[src/rtl/rxuart_frontend.sv]
// rxuart_frontend
// 8N1 UART receive front end. Synchronises the raw serial line, detects
// start edges, samples each bit at its centre and emits a one-cycle byte
// strobe that feeds the RX FIFO write port. It also flags framing errors and
// holds a break indication while the line sits low after an all-zero frame.
module rxuart_frontend #(
    parameter int CW       = 24,
    parameter int MIN_BAUD = 16
) (
    input  logic          i_clk,
    input  logic          i_reset,
    input  logic [CW-1:0] i_setup,
    input  logic          i_uart_rx,
    output logic          o_wr,
    output logic [7:0]    o_data,
    output logic          o_frame_err,
    output logic          o_break
);

    typedef enum logic [2:0] {
        S_IDLE  = 3'd0,
        S_START = 3'd1,
        S_DATA  = 3'd2,
        S_STOP  = 3'd3,
        S_BREAK = 3'd4
    } state_t;

    // Divisors below the floor are clamped so the half-bit load stays sane.
    function automatic logic [CW-1:0] clamp_baud(input logic [CW-1:0] setup);
        if (setup < CW'(MIN_BAUD)) begin
            return CW'(MIN_BAUD);
        end else begin
            return setup;
        end
    endfunction

    logic          sync_1;
    logic          rx_s;
    state_t        state;
    state_t        state_next;
    logic [CW-1:0] baud_q;
    logic [CW-1:0] baud_next;
    logic [CW-1:0] counter;
    logic [CW-1:0] counter_next;
    logic [2:0]    bit_idx;
    logic [2:0]    bit_idx_next;
    logic [7:0]    shift;
    logic [7:0]    shift_next;
    logic          wr_next;
    logic [7:0]    data_next;
    logic          ferr_next;
    logic          break_next;
    logic          tick;
    logic [CW-1:0] setup_eff;

    assign tick      = (counter == {CW{1'b0}});
    assign setup_eff = clamp_baud(i_setup);

    // Two-flop synchroniser for the asynchronous serial input; idles high.
    always_ff @(posedge i_clk or posedge i_reset) begin
        if (i_reset) begin
            sync_1 <= 1'b1;
            rx_s   <= 1'b1;
        end else begin
            sync_1 <= i_uart_rx;
            rx_s   <= sync_1;
        end
    end

    // Next-state, counter, shift register and output decode for the receiver.
    always_comb begin
        state_next   = state;
        baud_next    = baud_q;
        counter_next = tick ? (baud_q - CW'(1)) : (counter - CW'(1));
        bit_idx_next = bit_idx;
        shift_next   = shift;
        wr_next      = 1'b0;
        data_next    = o_data;
        ferr_next    = 1'b0;
        break_next   = o_break;

        case (state)
            S_IDLE: begin
                if (!rx_s) begin
                    // Latch the divisor now so mid-frame setup changes are ignored.
                    baud_next    = setup_eff;
                    counter_next = (setup_eff >> 1) - CW'(1);
                    state_next   = S_START;
                end else begin
                    counter_next = {CW{1'b0}};
                end
            end
            S_START: begin
                if (tick) begin
                    if (!rx_s) begin
                        bit_idx_next = 3'd0;
                        state_next   = S_DATA;
                    end else begin
                        // Line went back high before mid start bit: glitch.
                        state_next = S_IDLE;
                    end
                end else begin
                    state_next = S_START;
                end
            end
            S_DATA: begin
                if (tick) begin
                    shift_next = {rx_s, shift[7:1]};
                    if (bit_idx == 3'd7) begin
                        state_next = S_STOP;
                    end else begin
                        bit_idx_next = bit_idx + 3'd1;
                    end
                end else begin
                    state_next = S_DATA;
                end
            end
            S_STOP: begin
                if (tick) begin
                    if (rx_s) begin
                        wr_next    = 1'b1;
                        data_next  = shift;
                        state_next = S_IDLE;
                    end else begin
                        ferr_next = 1'b1;
                        if (shift == 8'h00) begin
                            break_next = 1'b1;
                            state_next = S_BREAK;
                        end else begin
                            // IDLE resyncs if the line is still low next cycle.
                            state_next = S_IDLE;
                        end
                    end
                end else begin
                    state_next = S_STOP;
                end
            end
            S_BREAK: begin
                counter_next = {CW{1'b0}};
                if (rx_s) begin
                    break_next = 1'b0;
                    state_next = S_IDLE;
                end else begin
                    state_next = S_BREAK;
                end
            end
            default: begin
                counter_next = {CW{1'b0}};
                break_next   = 1'b0;
                state_next   = S_IDLE;
            end
        endcase
    end

    // Receiver state, timing and datapath registers.
    always_ff @(posedge i_clk or posedge i_reset) begin
        if (i_reset) begin
            state   <= S_IDLE;
            baud_q  <= CW'(MIN_BAUD);
            counter <= {CW{1'b0}};
            bit_idx <= 3'd0;
            shift   <= 8'h00;
        end else begin
            state   <= state_next;
            baud_q  <= baud_next;
            counter <= counter_next;
            bit_idx <= bit_idx_next;
            shift   <= shift_next;
        end
    end

    // Registered strobes, byte and break level toward the FIFO and status bits.
    always_ff @(posedge i_clk or posedge i_reset) begin
        if (i_reset) begin
            o_wr        <= 1'b0;
            o_data      <= 8'h00;
            o_frame_err <= 1'b0;
            o_break     <= 1'b0;
        end else begin
            o_wr        <= wr_next;
            o_data      <= data_next;
            o_frame_err <= ferr_next;
            o_break     <= break_next;
        end
    end

endmodule

[config.mk]
export PLATFORM = sky130hd
export DESIGN_NAME = rxuart_frontend
export DESIGN_NICKNAME = d
export VERILOG_FILES = /design/src/rtl/rxuart_frontend.sv
export SDC_FILE = /design/constraint.sdc
export NUM_CORES = 1
export LEC_CHECK = 0
export ABC_CLOCK_PERIOD_IN_PS = 10400
export BUFFER_PORTS_ARGS = -buffer_cell sky130_fd_sc_hd__buf_4
export CAP_MARGIN = 15
export CORE_MARGIN = 1
export CORE_UTILIZATION = 25
export DETAILED_ROUTE_END_ITERATION = 8
export PLACE_DENSITY = 0.38
export SETUP_SLACK_MARGIN = 0.02
export SYNTH_ARGS = -nofsm -noshare
export SYNTH_HDL_FRONTEND = slang
export SYNTH_SLANG_ARGS = --single-unit
[constraint.sdc]
create_clock -name i_clk -period 10.4 [get_ports i_clk]
set_clock_uncertainty 0.05 [all_clocks]
set_input_delay 1.56 -clock i_clk [delete_from_list [all_inputs] [get_ports i_clk]]
set_output_delay 1.56 -clock i_clk [all_outputs]
set_load 0.005 [all_outputs]
# --- Yosys cells after proc, flatten, opt, wreduce, memory -nomap -nowiden ---
# Index checks and enable logic that the tools add are counted.
word_totals:
  regBits: 75
  latch_bits: 0
  mem_bits_rw: 0
  romBits: 0
  output_inout_bits: 11
  wordCells: 75
  memories: 0
classes:
  addsub: 4
  multipliers: 0
  div_mod_pow: 0
  magnitude_cmp: 1
  eq_ne: 15
  shifts: 0
  muxes: 30
  bitwise_logic: 2
  reduce_logical: 12
ops:
  columns: ["op", "count"]
  rows:
  - ["$mux W24", 3]
  - ["$pmux W24 S2", 1]
  - ["$sub A24 B1 Y24 const B", 2]
  - ["$mux W3", 12]
  - ["$logic_not A24 Y1", 1]
  - ["$lt A24 B5 Y1 const B", 1]
  - ["$sub A23 B1 Y24 const B", 1]
  - ["$ne A2 B2 Y1 const B", 9]
  - ["$pmux W3 S5", 1]
  - ["$mux W1", 10]
  - ["$reduce_and A5 Y1", 2]
  - ["$logic_not A8 Y1", 1]
  - ["$eq A3 B2 Y1 const B", 2]
  - ["$eq A3 B3 Y1 const B", 2]
  - ["$pmux W3 S2", 1]
  - ["$reduce_and A2 Y1", 3]
  - ["$reduce_or A3 Y1", 2]
  - ["$add A3 B1 Y3 const B", 1]
  - ["$eq A3 B1 Y1 const B", 1]
  - ["$logic_not A3 Y1", 1]
  - ["$ne A3 B3 Y1 const B", 1]
  - ["$pmux W1 S3", 1]
  - ["$reduce_and A3 Y1", 1]
  - ["$mux W2", 1]
  - ["other kinds (2)", 3]

# --- Longest topological paths before layout ---
logic_depth:
  word_depth: 5
  mapped_depth: 14
  depth_no_buf: 11

# --- Worst setup path before layout ---
# OpenSTA, ideal clock, no wires.
synth_timing:
  path_kind: "input -> register"
  startpoint: "input i_setup[14]"
  endpoint: "register counter[14]"
  setup_ns: 0.124
  arrival_ns: 4.610
  t_required_ns: 10.226
  slack_ns: 5.616
  stages: 11
  cell_sequence: "or4_1 -> nor3_1 -> nand3_1 -> o21ai_0 -> ha_1 -> or3b_2 -> nor4_1 -> o21ai_1 -> nor2_1 -> xor2_1 -> a211o_1"
synth_between:
  elab_chain_cells: 5
synth_lines:
  columns: ["item", "line", "text"]
  rows:
  - ["from (decl)", "12", "input logic [CW-1:0] i_setup,"]
  - ["$lt A24 B5 Y1", "30", "if (setup < CW'(MIN_BAUD)) begin"]
  - ["$mux W24 *", "30", null]
  - ["$sub A23 B1 Y24 *", "87", "counter_next = (setup_eff >> 1) - CW'(1);"]
  - ["$mux W24 *", "84", "if (!rx_s) begin"]
  - ["$pmux W24 S2 *", "82", "case (state)"]
  - ["net counter_next[14]", "44", "logic [CW-1:0] counter_next;"]
  - ["to (signal assigned)", "160", "counter <= {CW{1'b0}};"]
  - ["to (signal assigned)", "166", "counter <= counter_next;"]
  - ["to (decl)", "43", "logic [CW-1:0] counter;"]
# Mark *: on every way through the listed nets, which the timed path passes. The rest lies on a longest branch.
# A chain may end at the register's enable or synchronous reset.

# --- Worst setup path after layout ---
# Ends and elaborated chain as after synthesis.

==> run metrics <==
outcome complete, no violations; final setup vio count 0; Die ar. 0.0184 mm^2; unrepaired setup endpoints after global routing false; FF-to-FF path depth 12; DRC viols 0; ANT nets after route 0; R2R setup slack 6.35 ns; detailed-route wire length 13600 um; core area 0.0174 mm^2; CTS max path bufs 2; Synth Flop Type dfrtp_1; crit path time final 5.28 ns; DR vias 3930; worst path required time 10.58 ns; Hold Path Sink rx_s; Post-CTS Setup Bufs 0; # H-tree levels 3; share of cells above drive strength 1 0.169; I/O pin count 38; sequential area share after synthesis 0.421; All-Layer GR Usage 0.158; Critical Path, Cell by Cell buf_4 -> or4_1 -> nor3_1 -> nand3_1 -> o21ai_0 -> ha_1 -> or3b_2 -> nor4_1 -> o21ai_1 -> nor2_1 -> xor2_1 -> a211o_1; power density over the cells 151 mW/mm^2; top-area cell type share of the netlist area 0.403; worst setup margin 5.12 ns; syn nets 519; final hold violations 0; final setup TNS 0 ns; Area growth, synth to finish 18.1%; crit end category flip-flop; initial antenna violation count 0; EDFF count, synth 0; CTS tree yes; Fillers 1814; post-DR wirelength/cell 18.1 um; worst min path class reg -> reg; Max VDD drop 0.0000773 V; number of max-cap violations 0; Final Util 0.304; first-pass GRT wire length 22200 um; post-synthesis cell count 488; CTS Sinks 75; synthesized cell area 0.00447 mm^2; Tcrit/Tclk final 0.507; Achievable Freq 190 MHz; Unique masters post-synth 68; Pwr Total 0.795 mW; dpl ws 4.78 ns; ANT cells 0; Port-buffer cells 37; max-slew violations 0; Root Driver clkbuf_16; post-CTS sizing 0; clock transition at the registers of the reported paths 0.07 ns; vias in the first global route 3877; synth top area cells dfrtp_1, nand2_1, a21oi_1; largest net degree at the start of global routing 76; R2R Path End counter[20]; chip height 136 um; Via density 5.23; synthesis-stage register bit count 75; CP Max Fanout 8; Initial Util 0.257; final cell count without fillers 751; CP peak stage delay 0.61 ns; die width 136 um; Post-synth top cells nand2_1, dfrtp_1, nor2_1, a21oi_1, o21ai_0; remaining global-route overflow 0; RR Startpoint counter[5]; Async S/R FF share, synth 1.00; Startpoint Class input pin; Inst Count DP 735; Worst Hold Launch sync_1; Hold Crit Depth 0; cell leakage power 2.13 nW; DR pass1 iterations 4; Max-slew headroom 0.323; Post-CTS Hold Fix Bufs 0; Avg Cell Area, Syn 9.16 um^2; CP Class in -> reg; Slew @ Worst Pin 1.01 ns; DRT iter0 DRCs 183; Syn. warnings 0; count leader, synth nand2_1; cts bufs inserted 9; clk_lat worst skew 0.35 ns; Post-DP HPWL 9420 um; Slowest cell on crit path or4_1; Worst Setup SP i_setup[14]; Nets 552; num rows 48; Synth area leader dfrtp_1; Final Wtd Congestion 0.796; Arrival @ worst endpoint 5.46 ns
==> kinds of logic after synthesis <==
| kind of cell | after synthesis | synth area share |
|---|---|---|
| buffers and inverters | 27 | 0.0274 |
| flip-flops | 75 | 0.421 |
| AO/OA/AOI/OAI | 119 | 0.174 |
| adder cells (fa/ha/maj) | 4 | 0.0112 |
| AND/OR/NAND/NOR | 219 | 0.264 |
| multiplexers | 20 | 0.0560 |
| XOR/XNOR | 24 | 0.0470 |
==> cell usage in the layout (no fill, tap or decap), types with 3 or more instances in the layout <==
cell,n
xor2_1,14
or3_1,14
nor2_1,33
o21ai_0,21
mux2_4,8
mux2_1,8
dfstp_2,3
nor4_1,13
inv_6,3
o22ai_1,14
buf_4,43
a31oi_1,5
nand3_1,10
o21ai_1,4
nand2_1,75
o31a_1,3
or4_1,17
or2_2,5
ha_1,4
inv_1,5
mux2i_1,4
a211oi_1,5
a21o_1,3
and2_1,3
dfrtp_1,72
clkbuf_16,9
a21oi_1,28
nor3_1,19
nand4b_1,3
o31ai_1,3
xnor2_1,10
o211ai_1,8
==> per-stage QoR <==
stage                     instance area [um^2]  hold WS [ns]
after floorplan                           4470         0.295
after global placement                    4990         0.301
after detailed placement                  4990         0.301
after CTS                                 5280         0.315
after global routing                      5280         0.315
final                                     5280         0.313
==> worst max-delay path by stage <==
stage / to / depth (start not counted) / slack [ns]
finish: counter[14] / 12 / 5.12
global route: counter[18] / 12 / 4.74
CTS: counter[18] / 12 / 5.13
detailed placement: counter[18] / 12 / 4.78
global placement: counter[18] / 12 / 4.89
floorplan: counter[14] / 11 / 5.62
==> report_power, final <==
part / internal (mW) / leakage (nW) / switching (mW)
clock: 0.168 / 0.141 / 0.148
combinational: 0.0530 / 1.05 / 0.0675
sequential: 0.320 / 0.930 / 0.0384
==> cell type report <==
class                           instances  area (um^2)  share of cell area
Multi-Input combinational cell        386         2480               0.470
Inverter                                6         23.8             0.00450
Clock buffer                            9          225              0.0427
Clock inverter                          7         65.1              0.0123
Tap cell                              225          282              0.0533
Sequential cell                        75         1880               0.356
Timing Repair Buffer                   43          323              0.0612
==> sequential cells by signal (all words and copies together), names as in the netlist <==
name and count:
counter 24, o_frame_err 1, o_wr 1, shift 8, baud_q 24, bit_idx 3
rx_s 1, o_break 1, state 3, o_data 8, sync_1 1
==> worst max-delay path: cells and delay by family <==
family	cells	cell delay (ns)
AOI/OAI and AO/OA	3	1.01
xor gates and xnor gates	1	0.09
adders and majority gates	1	0.25
buffers and inverters	1	0.12
and+or+nand+nor	6	2.43
==> routing by layer <==
metal / vias up / part of all wire / GRT usage
met5: - / 0 / 0
met4: 0 / 0.015 / 0.0543
met3: 17 / 0.037 / 0.0322
met2: 73 / 0.48 / 0.258
met1: 1935 / 0.47 / 0.207
li1: 1905 / - / -
Note: power is estimated with default switching activity, not from simulation.
